[config.mk]
export PLATFORM = sky130hd
export DESIGN_NAME = fetch_controller
export DESIGN_NICKNAME = d
export VERILOG_FILES = /design/src/rtl/fetch_controller.sv
export SDC_FILE = /design/constraint.sdc
export NUM_CORES = 1
export LEC_CHECK = 0
export BUFFER_PORTS_ARGS = -buffer_cell sky130_fd_sc_hd__buf_2
export CAP_MARGIN = 40
export CORE_ASPECT_RATIO = 1.5
export CORE_MARGIN = 2
export CORE_UTILIZATION = 52
export DETAILED_ROUTE_END_ITERATION = 10
export PLACE_DENSITY = 0.86
export SYNTH_ARGS = -nofsm -noshare
export SYNTH_HDL_FRONTEND = slang
export SYNTH_SLANG_ARGS = --single-unit
export TNS_END_PERCENT = 10
[constraint.sdc]
create_clock -name clk_i -period 6.2 [get_ports clk_i]
set_clock_uncertainty 0.2 [all_clocks]
set_input_delay 1.24 -clock clk_i [delete_from_list [all_inputs] [get_ports clk_i]]
set_output_delay 1.24 -clock clk_i [all_outputs]
set_load 0.03 [all_outputs]
[src/rtl/fetch_controller.sv]
// rtl/fetch_controller.sv - single-outstanding instruction fetch FSM with redirect and decode handshake
module fetch_controller #(
   parameter logic [31:0] RESET_VECTOR = 32'h0000_0000
) (
   input  logic        clk_i,
   input  logic        reset_i,
   input  logic        redirect_i,
   input  logic [31:0] redirect_pc_i,
   output logic        imem_req_o,
   output logic [31:0] imem_addr_o,
   input  logic        imem_gnt_i,
   input  logic        imem_rvalid_i,
   input  logic [31:0] imem_rdata_i,
   output logic        instr_valid_o,
   output logic [31:0] instr_o,
   output logic [31:0] instr_pc_o,
   input  logic        instr_ready_i,
   output logic [31:0] pc_o
);

   typedef enum logic [1:0] {
      ST_BOOT,
      ST_REQ,
      ST_WAIT,
      ST_HOLD
   } state_t;

   state_t      r_state;
   state_t      w_state_nxt;
   logic [31:0] r_pc;
   logic [31:0] w_pc_nxt;
   logic [31:0] r_instr;
   logic [31:0] w_instr_nxt;
   logic [31:0] r_instr_pc;
   logic [31:0] w_instr_pc_nxt;
   logic        r_valid;
   logic        w_valid_nxt;
   // set when the response of the outstanding request belongs to a squashed path
   logic        r_drop;
   logic        w_drop_nxt;

   logic [31:0] w_target;
   logic [31:0] w_pc_inc;
   logic        w_handshake;

   // redirect targets are word aligned; the low bits are masked rather than sliced off
   assign w_target    = redirect_pc_i & 32'hFFFF_FFFC;
   assign w_pc_inc    = r_pc + 32'd4;
   assign w_handshake = r_valid & instr_ready_i;

   assign imem_req_o    = (r_state == ST_REQ);
   assign imem_addr_o   = r_pc;
   assign pc_o          = r_pc;
   assign instr_valid_o = r_valid;
   assign instr_o       = r_instr;
   assign instr_pc_o    = r_instr_pc;

   // state and datapath registers; reset abandons any outstanding request
   always_ff @(posedge clk_i or negedge reset_i) begin
      if (!reset_i) begin
         r_state    <= ST_BOOT;
         r_pc       <= RESET_VECTOR;
         r_instr    <= 32'h0;
         r_instr_pc <= 32'h0;
         r_valid    <= 1'b0;
         r_drop     <= 1'b0;
      end else begin
         r_state    <= w_state_nxt;
         r_pc       <= w_pc_nxt;
         r_instr    <= w_instr_nxt;
         r_instr_pc <= w_instr_pc_nxt;
         r_valid    <= w_valid_nxt;
         r_drop     <= w_drop_nxt;
      end
   end

   // next-state logic; a redirect always overrides the sequential pc and any held instruction
   always_comb begin
      w_state_nxt    = r_state;
      w_pc_nxt       = r_pc;
      w_instr_nxt    = r_instr;
      w_instr_pc_nxt = r_instr_pc;
      w_valid_nxt    = r_valid;
      w_drop_nxt     = r_drop;
      case (r_state)
         ST_BOOT: begin
            w_state_nxt = ST_REQ;
            if (redirect_i) w_pc_nxt = w_target;
         end
         ST_REQ: begin
            if (imem_gnt_i) begin
               w_state_nxt = ST_WAIT;
               if (redirect_i) begin
                  w_pc_nxt   = w_target;
                  w_drop_nxt = 1'b1;
               end
            end else if (redirect_i) begin
               w_pc_nxt = w_target;
            end
         end
         ST_WAIT: begin
            if (redirect_i) begin
               w_pc_nxt = w_target;
               if (imem_rvalid_i) begin
                  w_drop_nxt  = 1'b0;
                  w_state_nxt = ST_REQ;
               end else begin
                  w_drop_nxt = 1'b1;
               end
            end else if (imem_rvalid_i) begin
               if (r_drop) begin
                  w_drop_nxt  = 1'b0;
                  w_state_nxt = ST_REQ;
               end else begin
                  w_instr_nxt    = imem_rdata_i;
                  w_instr_pc_nxt = r_pc;
                  w_pc_nxt       = w_pc_inc;
                  w_valid_nxt    = 1'b1;
                  w_state_nxt    = ST_HOLD;
               end
            end
         end
         ST_HOLD: begin
            if (redirect_i) begin
               w_pc_nxt    = w_target;
               w_valid_nxt = 1'b0;
               w_state_nxt = ST_REQ;
            end else if (w_handshake) begin
               w_valid_nxt = 1'b0;
               w_state_nxt = ST_REQ;
            end
         end
         default: begin
            w_state_nxt = ST_BOOT;
         end
      endcase
   end

endmodule

==> run summary, run 1 <==
asr flop ratio synth - 1.00
# setup viols final - 0
Final Cell Area - 0.00575 mm^2
WP data arrival - 3880 ps
Initial Utilization - 0.531
Power Density - 422 mW/mm^2
via count - 4474
Core Box Area - 0.00878 mm^2
P_leak - 3.15 nW
maximum vdd ir drop - 0.212 mV
largest family of logic cells by synthesized area - simple AND/OR/NAND/NOR gates
post-route setup TNS - 0 ps
first drt pass iteration count - 6
Initial DRC Count - 357
vias in the first global route - 4060
Worst Path Max Fanout - 46
drt total wl - 13000 um
met2 Resource Use GR - 0.444
Main synth FF type - dfrtp_1
unrepaired setup endpoints after global routing - false
multiplexer share of the synthesized area - 0.00484
max-cap violation count - 0
mapped cell area - 0.00466 mm^2
CTS tree - done
post-synthesis compound-gate area fraction - 0.0919
syn_area_per_cell - 8.44 um^2
largest net degree at the start of global routing - 64
Clock Sinks - 96
Worst slew margin - 0.374
gpl congestion - 0.863
DP Wirelength - 9190 um
Ys Warns - 0
critical path class - input port to register
met1 Use GR - 0.305
Crit path required time - 6230 ps
CTS-repair resized insts - 0
Nets - 774
Pins Over Slew Limit - 0
WL/cell - 15.9 um
worst-margin pin slew - 930 ps
CTS root buffer - clkbuf_16
DP Area - 0.00544 mm^2
Max clock buf depth - 2
Port Buf Inserts - 191
min-delay worst type - register to register
layout cells sized above 1 - 0.308
Post-synth EDFFs - 0
Post-Synthesis Cells - 552
die area - 0.00974 mm^2
Worst Setup End Kind - register
drt drc - 0
initial antenna violation count - 1
clk slew on worst S/H paths - 70 ps
sequential cell area - 0.00240 mm^2
adder-cell share of the synthesized area - 0.0107
Post-Synth Simple-Gate Area - 0.272
status - finished, final reports clean
fin crit period - 3850 ps
grt ovf - 0
GR peak layer - met2
layout filler cell count - 729
Worst setup SP type - input port
Synth cell types - 45
sequential-to-total area share from yosys stat - 0.516
XOR/XNOR Fraction of Synth Area - 0.0169
commonest non-fill, non-tap cells in the layout - nand2_1 (213), buf_2 (190), dfrtp_1 (96)
Highest Clock Rate - 260 MHz
Vias/cell - 5.48
met3 Track Usage GR - 0.0602
Power, Total - 2.42 mW
placed insts - 799
num rows - 42
CTS Hold Bufs - 0
Die W - 81.3 um
Finished Layout Cells - 816
Tcrit/Tclk final - 0.621
Hold Vio Cnt, Final - 0
area grow syn2layout - 23.4%
total setup buffers inserted after CTS - 0
# IOs - 200
GRT Total Usage - 0.262
CTS buffer count - 9
Multi-input gate area - 0.00188 mm^2
htree depth - 3
die height - 120 um
synthesis-stage register bit count - 96
first-pass GRT wire length - 19600 um
Antenna Nets Post-Route - 0
most common cell after layout, fill and taps aside - nand2_1
worst skew pair latency - 340 ps
final timing paths:
check	from	to	slack, ps	depth (start not counted)
min in group asynchronous	reset_i	instr_pc_o[16]$_DFFE_PN0P_	670	1
min	instr_o[29]$_DFFE_PN0P_	instr_o[29]$_DFFE_PN0P_	270	2
max in group asynchronous	reset_i	instr_pc_o[22]$_DFFE_PN0P_	4020	2
min reg2reg	instr_o[29]$_DFFE_PN0P_	instr_o[29]$_DFFE_PN0P_	270	2
max reg2reg	r_state[0]$_DFFE_PN0P_	imem_addr_o[19]$_DFFE_PN0P_	3040	8
max	redirect_i	imem_addr_o[19]$_DFFE_PN0P_	2350	7
power breakdown:
group / switching (mW) / internal [mW] / total [mW]
sequential: 0.139 / 0.804 / 0.944
combinational: 0.659 / 0.255 / 0.914
clock: 0.230 / 0.335 / 0.566
total: 1.03 / 1.40 / 2.42
metal layers:
metal | share of wire | up-vias
met5 | 0 | -
met4 | 0.031 | 0
met3 | 0.082 | 41
met2 | 0.51 | 253
met1 | 0.38 | 2095
li1 | - | 2085
cell type report:
type	instances	area share
Sequential cell	96	0.418
Multi-Input combinational cell	390	0.327
Timing Repair Buffer	195	0.172
Clock buffer	12	0.0446
Tap cell	110	0.0239
Clock inverter	4	0.00914
Inverter	8	0.00522
Antenna cell	1	0.000435
cell usage after synthesis, drive strengths merged, types with 4 or more instances:
master / number / area share
ha: 4 / 0.011
nor2: 27 / 0.022
xor2: 5 / 0.0094
buf: 37 / 0.059
a31oi: 6 / 0.0081
clkbuf: 26 / 0.021
nand3: 16 / 0.017
dfrtp: 96 / 0.52
xnor2: 4 / 0.0075
o21ai: 21 / 0.023
inv: 8 / 0.0064
nand4: 7 / 0.011
nor3: 13 / 0.014
nand2: 214 / 0.17
a21oi: 16 / 0.017
nor4: 5 / 0.0081
o22ai: 7 / 0.0094
through the flow:
step | setup slack [ps] | hold WS, ps | util
global route | 2140 | 287 | 0.655
CTS | 2370 | 274 | 0.655
finish | 2350 | 274 | 0.655
floorplan | 3590 | 328 | -
global placement | 2130 | 253 | 0.619
detailed placement | 2020 | 257 | 0.619
cell families after synthesis:
family | after synthesis
flip-flops | 96
other | 1
multiplexers | 2
adder cells (fa/ha/maj) | 4
buffers and inverters | 71
XOR/XNOR | 9
AND/OR/NAND/NOR | 300
AO/OA/AOI/OAI | 69
sequential cells by signal, indices dropped and copies added (netlist names):
register	cells
instr_o	32
r_drop	1
instr_pc_o	30
r_state	2
imem_addr_o	30
instr_valid_o	1
worst max-delay path, cell delays in order:
cell and delay [ps]:
buf_2 430, nand2b_1 590, nor2_1 140, nand2_2 640, buf_4 400, nor2_1 80, a222oi_1 310
No activity file was read; power rests on OpenSTA's default activity.
==> run 2, diff against run 1 <==
--- a/config.mk
+++ b/config.mk
@@ -5,13 +5,14 @@
 export SDC_FILE = /design/constraint.sdc
 export NUM_CORES = 1
 export LEC_CHECK = 0
+export ABC_AREA = 1
 export BUFFER_PORTS_ARGS = -buffer_cell sky130_fd_sc_hd__buf_2
 export CAP_MARGIN = 40
 export CORE_ASPECT_RATIO = 1.5
 export CORE_MARGIN = 2
-export CORE_UTILIZATION = 52
+export CORE_UTILIZATION = 45
 export DETAILED_ROUTE_END_ITERATION = 10
-export PLACE_DENSITY = 0.86
+export PLACE_DENSITY = 0.78
 export SYNTH_ARGS = -nofsm -noshare
 export SYNTH_HDL_FRONTEND = slang
 export SYNTH_SLANG_ARGS = --single-unit
==> constraint.sdc (replaced) <==
create_clock -name clk_i -period 3.5 [get_ports clk_i]
set_clock_uncertainty 0.2 [all_clocks]
set_input_delay 0.7 -clock clk_i [delete_from_list [all_inputs] [get_ports clk_i]]
set_output_delay 0.7 -clock clk_i [all_outputs]
set_load 0.03 [all_outputs]
==> run 2 against run 1 <==
Hold slack worse by 160 ps. Critical endpoint is now imem_addr_o[20]$_DFFE_PN0P_. Final area up 9.1%. Global-route usage down 3.7 points. Non-clock buffer count up 2. Via count up 4.7%. Register-to-register slack worse by 2200 ps. Final cell count up 16%. Combinational power rose to 2.5 times the previous value. Clock power up 66%. Setup slack worse by 1500 ps.
==> run summary, run 2 <==
Initial Utilization - 0.465
Post-synth EDFFs - 0
Finished Layout Cells - 947
Top Layer Used - met4
Ys Warns - 0
Die W - 91.5 um
max reg flops - 32
Post-synth top cells - nand2_1 (190), dfrtp_1 (96), o21ai_0 (69), inv_1 (59), nor2_1 (55)
syn_area_per_cell - 8.08 um^2
Post-Synthesis Cells - 639
via count - 4685
sequential-to-total area share from yosys stat - 0.465
Max clock buf depth - 2
post-route setup TNS - 0 ps
CTS buffer count - 9
Main synth FF type - dfrtp_1
synthesis-stage register bit count - 96
CTS Hold Bufs - 0
Pins Over Slew Limit - 0
Nets - 869
unrepaired setup endpoints after global routing - false
# IOs - 200
largest net degree at the start of global routing - 49
gpl congestion - 0.925
min-delay worst type - input port to asynchronous set/reset pin
area grow syn2layout - 21.5%
Worst setup SP type - register
layout cells sized above 1 - 0.326
first-pass GRT wire length - 21800 um
Worst Path Max Fanout - 25
M1 wire length - 5420 um
# setup viols final - 0
WL met2 - 7200 um
Worst slew margin - 0.481
vias in the first global route - 4416
Tcrit/Tclk final - 0.763
Synth cell types - 29
CTS root buffer - clkbuf_16
Highest Clock Rate - 374 MHz
GRT Total Usage - 0.226
Worst Setup End Kind - register
critical path class - register to register
diode count - 0
most numerous cell in the Yosys netlist - nand2_1
drt total wl - 13800 um
Vias/cell - 4.95
CTS tree - done
layout filler cell count - 1080
WP data arrival - 2710 ps
die height - 135 um
num rows - 47
drt drc - 0
worst-margin pin slew - 775 ps
status - finished, final reports clean
Met3 Wirelength - 857 um
post-synth top area share - 0.465
max-cap violation count - 0
mapped cell area - 0.00516 mm^2
grt ovf - 0
initial antenna violation count - 0
clk slew on worst S/H paths - 70 ps
WL/cell - 14.5 um
Port Buf Inserts - 191
DP Wirelength - 10400 um
P_leak - 3.39 nW
Clock Sinks - 96
worst skew pair latency - 350 ps
synth top area cells - dfrtp_1 (47%), nand2_1 (14%), mux2_2 (7.6%), o21ai_0 (6.7%), buf_4 (5.5%)
maximum vdd ir drop - 0.327 mV
Initial DRC Count - 225
total setup buffers inserted after CTS - 0
commonest non-fill, non-tap cells in the layout - nand2_1 (190), buf_2 (190), dfrtp_1 (96)
die area - 0.0124 mm^2
htree depth - 3
Hold Vio Cnt, Final - 0
Power Density - 803 mW/mm^2
Core Box Area - 0.0111 mm^2
leading area contributor after synthesis - dfrtp_1
CTS-repair resized insts - 0
placed insts - 931
asr flop ratio synth - 1.00
first drt pass iteration count - 5
fin crit period - 2670 ps
Crit path required time - 3540 ps
Antenna Nets Post-Route - 0
run 2: changes by cell type after synthesis, moves of 6 or more:
cell,change
mux2_2,+33
nor3_1,-13
a21oi_1,-8
nor2_1,+28
buf_6,+6
nand2_1,-24
nand3_1,+18
o21ai_0,+48
inv_1,+51
buf_2,+7
clkbuf_1,-21
run 2: kinds of logic after synthesis:
logic type	synth area share
AO/OA/AOI/OAI	0.0887
XOR/XNOR	0.00170
adder cells (fa/ha/maj)	0.00969
buffers and inverters	0.124
flip-flops	0.465
multiplexers	0.0763
other	0.000726
AND/OR/NAND/NOR	0.234
run 2: area by class of cell:
| cell class | instances | area, um^2 | area share |
|---|---|---|---|
| Multi-Input combinational cell | 430 | 2150 | 0.342 |
| Clock inverter | 5 | 38.8 | 0.00618 |
| Tap cell | 147 | 184 | 0.0293 |
| Inverter | 61 | 229 | 0.0365 |
| Clock buffer | 11 | 243 | 0.0387 |
| Timing Repair Buffer | 197 | 1030 | 0.164 |
| Sequential cell | 96 | 2400 | 0.383 |
run 2: final timing paths:
check,cells after the start,slack [ps],startpoint,to
worst min-delay path,1,110,reset_i,instr_pc_o[6]$_DFFE_PN0P_
worst max-delay path,11,830,r_state[0]$_DFFE_PN0P_,imem_addr_o[20]$_DFFE_PN0P_
worst max register to register,11,830,r_state[0]$_DFFE_PN0P_,imem_addr_o[20]$_DFFE_PN0P_
worst min register to register,2,280,instr_pc_o[17]$_DFFE_PN0P_,instr_pc_o[17]$_DFFE_PN0P_
min in group clk_i,2,280,instr_pc_o[17]$_DFFE_PN0P_,instr_pc_o[17]$_DFFE_PN0P_
max in group asynchronous,2,2270,reset_i,instr_pc_o[20]$_DFFE_PN0P_
run 2: report_power, final:
group          internal (mW)  switching [mW]
Sequential              1.51           0.296
Clock                  0.507           0.435
Combinational          0.685            1.61
run 2: worst max-delay path, stage by stage, from the launching register on:
cell and delay, ps:
dfrtp_1 410, inv_1 90, ha_1 290, inv_2 110, nor2_4 470, inv_1 460
nand2_1 190, o21ai_0 100, nand2_1 70, nand2_1 70, nand2_1 60, inv_1 40
run 2: per-layer routing:
metal | global-route usage | vias up
met5 | 0 | -
met4 | 0.0825 | 0
met3 | 0.0456 | 19
met2 | 0.411 | 181
met1 | 0.259 | 2170
li1 | - | 2315
run 2: per-stage QoR:
step,cell area [um^2],util,setup slack (ps),total power [mW],hold WS [ps]
finish,6270,0.564,829,5.04,113
global route,6270,0.564,599,5.34,136
CTS,6270,0.564,823,5.08,121
detailed placement,5990,0.539,862,4.13,267
global placement,5970,0.537,802,4.08,262
floorplan,5180,-,1600,3.50,204
==> run 3, diff against run 2 <==
==> constraint.sdc (replaced) <==
create_clock -name clk_i -period 2.43 [get_ports clk_i]
set_clock_uncertainty 0.2 [all_clocks]
set_input_delay 0.486 -clock clk_i [delete_from_list [all_inputs] [get_ports clk_i]]
set_output_delay 0.486 -clock clk_i [all_outputs]
set_load 0.03 [all_outputs]
==> run 3 against run 2 <==
Critical path depth is 1 lower. Combinational power is 46% higher. Setup slack worse by 670 ps. Sequential power is 43% higher. Final cell count is 1.2% higher. Non-clock buffer count is 11 higher. First-iteration DRC count is 1.3% higher. Clock power is 56% higher. Critical path type unchanged. Critical endpoint is now imem_addr_o[2]$_DFFE_PN0P_.
==> run summary, run 3 (same netlist as run 2, synthesis figures left out) <==
diode count - 0
vias in the first global route - 4351
largest net degree at the start of global routing - 36
maximum vdd ir drop - 0.614 mV
DP Wirelength - 10600 um
worst skew pair latency - 350 ps
Worst Path Max Fanout - 12
Slowest cell on crit path - dfrtp_1
Antenna Nets Post-Route - 0
drt drc - 0
Die W - 91.5 um
grt ovf - 0
post-route setup TNS - 0 ps
WL/cell - 14.3 um
critical register-to-register path startpoint - r_state[0]$_DFFE_PN0P_
WP data arrival - 2300 ps
Comb pwr share - 0.453
drt total wl - 13700 um
CTS buffer count - 9
Max clock buf depth - 2
commonest non-fill, non-tap cells in the layout - nand2_1 (190), buf_2 (190), dfrtp_1 (96)
switching power - 3.38 mW
Clock Sinks - 96
CTS root buffer - clkbuf_16
beginning of the critical path - r_state[0]$_DFFE_PN0P_
layout filler cell count - 1036
via count - 4735
slowest stage delay, CP - 400 ps
worst hold slack - 163 ps
Worst setup SP type - register
gpl congestion - 0.952
setup slack after layout - 163 ps
WP depth - 10
# setup viols final - 0
P_leak - 3.46 nW
Vias/cell - 4.94
layout cells sized above 1 - 0.337
worst r2r dst - imem_addr_o[2]$_DFFE_PN0P_
clock share of power - 0.199
fin crit period - 2270 ps
Highest Clock Rate - 441 MHz
crit path capture - imem_addr_o[2]$_DFFE_PN0P_
# IOs - 200
Buf/Inv on CP - 4
Nets - 880
Power Density - 1160 mW/mm^2
num rows - 47
area grow syn2layout - 23.7%
min-delay worst type - input port to register
Port Buf Inserts - 191
die height - 135 um
max reg flops - 32
Initial Utilization - 0.465
Worst Setup End Kind - register
first-pass GRT wire length - 21500 um
first drt pass iteration count - 4
Worst Reg-to-Reg Cells - 10
Reg power frac - 0.349
die area - 0.0124 mm^2
Initial DRC Count - 228
worst-path cell chain - inv_1 > ha_1 > inv_2 > nor2_4 > clkinvlp_4 > buf_4 > nand2_1 > o21ai_0 > nand2_1 > o21ai_0
CTS tree - done
family with the most delay on the worst path - buffers and inverters
Tcrit/Tclk final - 0.933
max-cap violation count - 0
Core Box Area - 0.0111 mm^2
Int Power - 4.01 mW
critical path class - register to register
GRT Total Usage - 0.224
Sw Share - 0.457
status - finished, final reports clean
initial antenna violation count - 0
Pins Over Slew Limit - 0
Crit path required time - 2470 ps
Hold Vio Cnt, Final - 0
clk slew on worst S/H paths - 70 ps
htree depth - 3
DP Worst Slack - 236 ps
reg-to-reg setup timing slack - 160 ps
-- run 3: power by group through the flow --
stage | clock network (mW) | logic (mW) | registers (mW)
2_1_floorplan | 0 | 1.37 | 3.67
3_3_place_gp | 0 | 3.31 | 2.58
3_5_place_dp | 0 | 3.36 | 2.61
4_1_cts | 1.50 | 3.37 | 2.58
5_1_grt | 1.58 | 3.59 | 2.66
6_report | 1.47 | 3.35 | 2.58
-- run 3: metrics by stage --
| step | power [mW] | utilization | instance area [um^2] | instances |
|---|---|---|---|---|
| floorplan | 5.04 | - | 5180 | 644 |
| global placement | 5.90 | 0.543 | 6040 | 937 |
| detailed placement | 5.96 | 0.543 | 6040 | 937 |
| CTS | 7.44 | 0.571 | 6350 | 954 |
| global route | 7.82 | 0.575 | 6390 | 958 |
| finish | 7.39 | 0.575 | 6390 | 958 |
-- run 3: cell type report --
class	count	area, um^2	share of cell area
clock buffer	10	239	0.0374
clock inverter	6	66.3	0.0104
inverter	61	233	0.0364
multi-input combinational	430	2150	0.337
sequential	96	2400	0.376
tap	147	184	0.0288
timing repair buffer	208	1110	0.174
-- run 3: worst reg2reg max path: stages, from the launching register on --
cell and delay, ps:
dfrtp_1 400, inv_1 80, ha_1 280, inv_2 110, nor2_4 280, clkinvlp_4 330
buf_4 230, nand2_1 50, o21ai_0 70, nand2_1 60, o21ai_0 70
-- run 3: metal layers --
metal  global-route usage  wire length, um  vias up
met5                    0                0        -
met4               0.0825              289        0
met3               0.0406              773       19
met2                0.411             7260      173
met1                0.257             5390     2206
li1                     -                -     2337
-- run 3: what timing repair did --
action / CTS / global route
resized for setup: 0 / 2
endpoints found under the setup margin: 0 / 2
endpoints found under the hold margin: 20 / 0
setup buffers: 0 / 4
hold buffers: 1 / 0
-- run 3: worst min path at each step --
stage | start | end | cells after the start | slack (ps)
2_1_floorplan | reset_i | imem_addr_o[10]$_DFFE_PN0P_ | 0 | -10
3_3_place_gp | reset_i | instr_o[29]$_DFFE_PN0P_ | 1 | 210
3_5_place_dp | reset_i | instr_o[26]$_DFFE_PN0P_ | 1 | 210
4_1_cts | imem_rdata_i[25] | instr_o[25]$_DFFE_PN0P_ | 2 | 160
5_1_grt | imem_rdata_i[25] | instr_o[25]$_DFFE_PN0P_ | 2 | 150
6_report | imem_rdata_i[25] | instr_o[25]$_DFFE_PN0P_ | 2 | 160
